$ cat config.mk
export PLATFORM = sky130hd
export DESIGN_NAME = fir_out_collector
export DESIGN_NICKNAME = d
export VERILOG_FILES = /design/src/rtl/fir_pkg.sv /design/src/rtl/sync_fifo.sv /design/src/rtl/fir_out_collector.sv
export SDC_FILE = /design/constraint.sdc
export NUM_CORES = 1
export LEC_CHECK = 0
export CAP_MARGIN = 15
export CORE_ASPECT_RATIO = 0.75
export CORE_MARGIN = 4
export CORE_UTILIZATION = 40
export CTS_BUF_LIST = sky130_fd_sc_hd__clkbuf_4 sky130_fd_sc_hd__clkbuf_8 sky130_fd_sc_hd__clkbuf_16
export DETAILED_ROUTE_END_ITERATION = 8
export GPL_TIMING_DRIVEN = 0
export MAX_ROUTING_LAYER = met4
export SYNTH_ARGS = -nofsm -noshare
export SYNTH_HDL_FRONTEND = slang
export SYNTH_SLANG_ARGS = --single-unit
$ cat constraint.sdc
create_clock -name clk -period 7.3 [get_ports clk]
set_clock_uncertainty 0.2 [all_clocks]
set_input_delay 1.825 -clock clk [delete_from_list [all_inputs] [get_ports clk]]
set_output_delay 1.825 -clock clk [all_outputs]
set_load 0.02 [all_outputs]
$ cat src/rtl/fir_pkg.sv
// Shared FIR numeric constants and the requantisation helper used by the FIR core
// and the output collector.
package fir_pkg;
  localparam int FIR_DATA_W = 16;
  localparam int FIR_FRAC_W = 12;
  localparam int COL_OUT_W  = 12;

  // Round-half-up on the dropped LSBs, then clamp to a signed out_w range.
  // Widths up to 32 bits; the caller truncates the result to out_w.
  function automatic logic signed [31:0] round_sat(input logic signed [31:0] x,
                                                   input int shift, input int out_w);
    logic signed [31:0] r, hi, lo;
    r  = (x >>> shift) + signed'({31'd0, x[shift-1]});
    hi = (32'sd1 <<< (out_w - 1)) - 32'sd1;
    lo = -(32'sd1 <<< (out_w - 1));
    if (r > hi)      return hi;
    else if (r < lo) return lo;
    return r;
  endfunction
endpackage

$ cat src/rtl/sync_fifo.sv
// Show-ahead synchronous FIFO; head is visible on o_rdata while non-empty, zero otherwise.
module sync_fifo #(
  parameter int WIDTH = 12,
  parameter int DEPTH = 8
) (
  input  logic                     clk,
  input  logic                     i_rst,
  input  logic                     i_push,
  input  logic [WIDTH-1:0]         i_wdata,
  input  logic                     i_pop,
  output logic [WIDTH-1:0]         o_rdata,
  output logic                     o_full,
  output logic                     o_empty,
  output logic [$clog2(DEPTH):0]   o_level
);
  localparam int AW = $clog2(DEPTH);

  logic [WIDTH-1:0] mem_q [DEPTH];
  logic [AW:0]      wr_q, wr_d, rd_q, rd_d;
  logic             do_push, do_pop;

  assign o_empty = (wr_q == rd_q);
  assign o_full  = (wr_q[AW] != rd_q[AW]) && (wr_q[AW-1:0] == rd_q[AW-1:0]);
  assign o_level = wr_q - rd_q;
  assign o_rdata = o_empty ? '0 : mem_q[rd_q[AW-1:0]];

  // A pop frees the head slot in the same cycle, so a full FIFO can still accept.
  always_comb begin
    do_pop  = i_pop && !o_empty;
    do_push = i_push && (!o_full || do_pop);
    wr_d    = wr_q + (AW+1)'(do_push);
    rd_d    = rd_q + (AW+1)'(do_pop);
  end

  always_ff @(posedge clk) begin
    if (i_rst) begin
      wr_q <= '0;
      rd_q <= '0;
    end else begin
      wr_q <= wr_d;
      rd_q <= rd_d;
    end
  end

  always_ff @(posedge clk) begin
    if (do_push) mem_q[wr_q[AW-1:0]] <= i_wdata;
  end
endmodule

$ cat src/rtl/fir_out_collector.sv
// FIR output receive end: decimate, requantise S4.12 -> S4.8 with rounding and
// saturation, buffer in a FIFO and hand off on valid/ready with a sticky overflow flag.
module fir_out_collector
  import fir_pkg::*;
#(
  parameter int DATA_W = FIR_DATA_W,
  parameter int OUT_W  = COL_OUT_W,
  parameter int DECIM  = 2,
  parameter int DEPTH  = 8
) (
  input  logic                     clk,
  input  logic                     i_rst,
  input  logic                     i_enable,
  input  logic                     i_valid,
  input  logic signed [DATA_W-1:0] i_data,
  output logic                     o_valid,
  output logic [OUT_W-1:0]         o_data,
  input  logic                     i_ready,
  output logic [$clog2(DEPTH):0]   o_level,
  output logic                     o_overflow,
  input  logic                     i_clr_ovf
);
  localparam int S    = DATA_W - OUT_W;
  localparam int PH_W = (DECIM > 1) ? $clog2(DECIM) : 1;

  logic [PH_W-1:0]  phase_q, phase_d;
  logic             q_vld_q, q_vld_d;
  logic [OUT_W-1:0] q_data_q, q_data_d;
  logic             ovf_q, ovf_d;
  logic             keep, pop, drop, full, empty;

  assign o_valid    = !empty;
  assign o_overflow = ovf_q;
  assign pop        = o_valid && i_ready;
  // Full implies non-empty, so a pop here always frees a slot for the pending write.
  assign drop       = q_vld_q && full && !pop;

  always_comb begin
    keep    = i_enable && i_valid && (phase_q == '0);
    phase_d = phase_q;
    if (!i_enable)
      phase_d = '0;
    else if (i_valid)
      phase_d = (phase_q == PH_W'(DECIM - 1)) ? '0 : phase_q + PH_W'(1);
    q_vld_d  = keep;
    q_data_d = OUT_W'(round_sat(32'(i_data), S, OUT_W));
    ovf_d    = drop || (ovf_q && !i_clr_ovf);
  end

  always_ff @(posedge clk) begin
    if (i_rst) begin
      phase_q  <= '0;
      q_vld_q  <= 1'b0;
      q_data_q <= '0;
      ovf_q    <= 1'b0;
    end else begin
      phase_q  <= phase_d;
      q_vld_q  <= q_vld_d;
      q_data_q <= q_data_d;
      ovf_q    <= ovf_d;
    end
  end

  sync_fifo #(.WIDTH(OUT_W), .DEPTH(DEPTH)) u_fifo (
    .clk     (clk),
    .i_rst   (i_rst),
    .i_push  (q_vld_q),
    .i_wdata (q_data_q),
    .i_pop   (pop),
    .o_rdata (o_data),
    .o_full  (full),
    .o_empty (empty),
    .o_level (o_level)
  );
endmodule
Word-level counts from Yosys, hierarchy flattened:

Memories as Yosys holds them, arrays and structs flattened. A register that Yosys moved wholly into a read port is not among the register bits.
Cells that the tools add are included.

* memories kept: 1
* bits in writable memories: 96
* register bits after elaboration: 23
* output and inout bits: 18

Memories
* u_fifo.mem_q: words 8, bits a word 12, rd ports 1, clocked after memory_dff 1, wr ports 1, RTL line sync_fifo.sv:18 `logic [WIDTH-1:0] mem_q [DEPTH];`

* reduce and logical (&&, ||, !) cells: 16
* equal/unequal tests: 3
* add/subtract/negate cells: 5
* order comparisons: 2
* bitwise gates (word level): 2
* mux-type cells: 10

Operator list (count)
* $mux 12: 4
* $add 12x2->13: 1
* $gt 13x12->1 const B: 1
* $lt 13x12->1 const B: 1
* $logic_and 1x1->1: 9
* $add 4x1->4: 2
* $mux 1: 5
* $eq 4x4->1: 1
* $logic_not 1->1: 4
* $sub 4x4->4: 1
* $eq 3x3->1: 1
* $mux 3: 1
* $logic_or 1x1->1: 2
* $not 1->1: 2
* $reduce_or 2->1: 1
* $add 1x1->1 const B: 1
* $ne 1x1->1: 1

Depth between registers and ports, before layout:

* depth in word-level cells: 8
* mapped depth: 10

Hierarchy:

From an unflattened synthesis, not the netlist that was laid out.

* cells, all modules: 339
* area total of the unflattened synthesis: 5133.7 um2

Modules (own cells, without submodules)
* sync_fifo: sequential area each 3042.9 um2, area each 4367.9 um2, cells an instance 254, times used 1
* fir_out_collector: sequential area each 300.3 um2, area each 765.7 um2, cells an instance 85, times used 1

Worst setup path after synthesis:

Ideal clock, no wire load.

* kind: flip-flop to output port
* start: register u_fifo.rd_q[1]
* end: output port o_data[10]
* data required time: 5275 ps
* data arrival time: 1857 ps
* stages on the path, launching flop included: 8
* slack: 3418 ps
* cell sequence: dfxtp_1 buf_2 buf_2 inv_1 ha_1 and4_1 buf_2 a21oi_1

* word-level cells in the longest chain between the ends: 2

RTL lines
* start, declared: RTL line sync_fifo.sv:19 `logic [AW:0] wr_q, wr_d, rd_q, rd_d;`
* start signal, assigned: RTL line sync_fifo.sv:41 `rd_q <= rd_d;`
* $eq 4x4->1: RTL line sync_fifo.sv:22 `assign o_empty = (wr_q == rd_q);`
* $mux 12: RTL line sync_fifo.sv:25 `assign o_rdata = o_empty ? '0 : mem_q[rd_q[AW-1:0]];`
* end, declared: RTL line fir_out_collector.sv:17 `output logic [OUT_W-1:0] o_data,`

Every way passes these cells.

Worst setup path in the final report:

* start: register u_fifo.rd_q[2]
* end: output port o_data[4]

The elaborated chain is that of the path after synthesis.

==> results.yml <==
yosys:
  ys.flop_type: "edfxtp_1"
  yosysTopAreaCellShare_pct: 58.9
  ys_ff_latch: 119
  synth_area_per_cell_um2: 16.3
  ys_types: 36
  yosysSeqAreaShare_pct: 68.3
  synthCells: 301
  synth_area_leaders: "edfxtp_1, mux4_2, dfxtp_1"
  netlist_area_um2: 4890
  async_flop_share_pct: 0
  syn_nets: 333
  yosysWarnings: 0
  synth-edff-count: 96
  synth_top_cell_by_area: "edfxtp_1"
detailed_routing:
  vias: 2681
  drc_errors: 0
  wl_per_cell_um: 18.5
  dr.pass1.iters: 4
  detail-route-antenna-nets: 0
  wl_um: 9940
  drtIter0Drc: 254
  vias_per_cell: 4.98
worst_setup_path:
  worstPathCellList: "inv_1 > clkbuf_1 > ha_1 > and4_1 > buf_2 > a21oi_1 > clkdlybuf4s50_1"
  arrival_ns: 3.26
  r2r_slack_ns: 3.95
  crit_path_max_incr_delay_ns: 0.65
  worstRegToRegCells: 8
  reg2reg_from: "u_fifo.rd_q[2]"
  cp-end-kind: "output pin"
  crit_start: "u_fifo.rd_q[2]"
  timing.rr.end: "u_fifo.mem_q[5][1]"
  required_ns: 5.28
  cp_max_fo: 10
  critPathSlowestCell: "clkdlybuf4s50_1"
  endpoint: "o_data[4]"
  startpoint_type: "flop"
  worstSetupPathType: "flop to output pin"
sta:
  worstMarginPinSlew_ns: 0.802
  setup_viol: 0
  rsz0062_at_grt: "no"
  timing.final.crit_share_pct: 72.4
  hold_viol: 0
  slew_headroom_pct: 46.3
  fin_crit_ns: 5.29
  hold_ws_ns: 0.241
  finalSetupTns_ns: 0
  max_freq_mhz: 189
  drv_slew: 0
floorplan:
  die_area_um2: 14100
  die_w_um: 136
  die_y_um: 104
  core_area_um2: 11800
  ios: 40
  initial_core_util_pct: 41.5
  fp-row-count: 34
clock_network:
  clk_path_buf_depth: 2
  cts_root_buf: "clkbuf_16"
  cts_sinks: 119
  cts_tree: "done"
  cts_buffers: 17
  h-tree-depth: 4
  cts_setup_buffers: 0
  cts.repair.resized: 0
  clk_latency_ns: 0.41
  clk_pin_slew_worst_paths_ns: 0.05
  cts_hold_buf: 0
global_routing:
  grt_pass1_wl_um: 15900
  antenna_found_initial: 0
  grt_max_degree: 17
  gr-total-overflow: 0
  groute.usage.overall_pct: 15.9
  first_global_vias: 2764
power_and_ir_drop:
  ir_drop_mv: 0.155
  power_density_nw_per_um2: 275
  leakagePower_nw: 2.08
placement:
  routabilityCongestion: 0.815
  dpl.hpwl_um: 6800
  numPlacedInstances: 506
  port_buffers: 35
finish:
  antenna_cells: 0
  area_growth_pct: 24.9
  layoutNonFillerInstCount: 538
  drive_above_1_share_pct: 22.6
  fin_nets: 395
run_status:
  status: "finished, final reports clean"
hold_path:
  hold_path_depth: 1
  hp-class: "flop to flop"
run:
  maxCapViolations: 0
registers in the layout, indices dropped and copies added (netlist names):
signal	cells
u_fifo.rd_q	4
u_fifo.wr_q	4
u_fifo.mem_q	96
q_data_q	12
phase_q	1
q_vld_q	1
o_overflow	1
worst min path at each step:
stage / start / to / slack, ns
finish: phase_q / q_vld_q / 0.24
CTS: phase_q / q_vld_q / 0.25
global route: phase_q / q_vld_q / 0.28
detailed placement: phase_q / q_vld_q / 0.24
global placement: phase_q / q_vld_q / 0.23
floorplan: phase_q / q_vld_q / 0.22
power breakdown:
group / total, mW / leakage (nW) / switching, mW / internal (mW)
clock: 0.789 / 0.276 / 0.274 / 0.515
sequential: 0.754 / 1.07 / 0.0109 / 0.744
combinational: 0.138 / 0.737 / 0.0681 / 0.0699
total: 1.68 / 2.08 / 0.353 / 1.33
metrics by stage:
stage               setup slack (ns)  utilization (%)  area [µm²]  power (mW)
floorplan                       3.42                -        4890       0.849
global placement                2.22             46.2        5450       0.906
detailed placement              2.33             47.0        5540       0.908
CTS                             1.89             51.8        6110        1.70
global route                    1.82             51.8        6110        1.75
finish                          2.01             51.8        6110        1.68
metal layers:
layer  track usage, %  up-vias  part of all wire [%]
met4             6.55        0                   1.3
met5                -        -                     0
li1                 -     1267                     -
met1             22.7     1313                    46
met2             21.9       88                    46
met3             3.83       13                   6.9
logic make-up after synthesis:
group	count (synthesis)	share of synthesized area [%]
compound gates	29	4.09
xor+xnor	16	2.86
fa+ha+maj	10	2.71
buf+inv	23	2.71
flops	119	68.3
mux	25	11.3
simple gates	79	8.03
layout make-up:
cell class	count	area (µm²)
multi-input cells	159	1430
inverters	8	30.0
well taps	162	203
clock inverters	10	105
flip-flops and latches	119	3340
clock buffers	22	463
repair buffers	43	437
fillers	990	5670
plain buffers	15	103
cell usage after synthesis (all sizes together) (8+ instances only):
| cell type | n |
|---|---|
| xnor2 | 8 |
| nand3 | 9 |
| mux4 | 24 |
| a21oi | 23 |
| inv | 8 |
| xor2 | 8 |
| ha | 9 |
| nand2 | 33 |
| buf | 12 |
| dfxtp | 23 |
| edfxtp | 96 |
| nor2 | 11 |
cell usage in the layout (no fill, tap or decap), types with 6 or more instances in the layout:
cell type | synthesis | layout
edfxtp_1 | 96 | 96
a21oi_2 | 8 | 8
ha_1 | 9 | 9
nand3_1 | 9 | 9
clkbuf_16 | 0 | 17
dfxtp_1 | 23 | 23
nor2b_1 | 6 | 6
mux4_2 | 24 | 24
nor2_1 | 11 | 11
nand2_1 | 33 | 33
xnor2_1 | 8 | 8
xor2_1 | 8 | 8
clkdlybuf4s50_1 | 0 | 35
inv_1 | 8 | 8
buf_6 | 5 | 12
a21oi_1 | 15 | 15
critical path, delay by kind of cell, from the launching register on:
kind | cells | cell delay (ns)
DFF | 1 | 0.37
and+or+nand+nor | 1 | 0.25
adders and majority gates | 1 | 0.39
AOI/OAI and AO/OA | 1 | 0.25
buffers and inverters | 4 | 1.59
No activity file was read; power rests on OpenSTA's default activity.
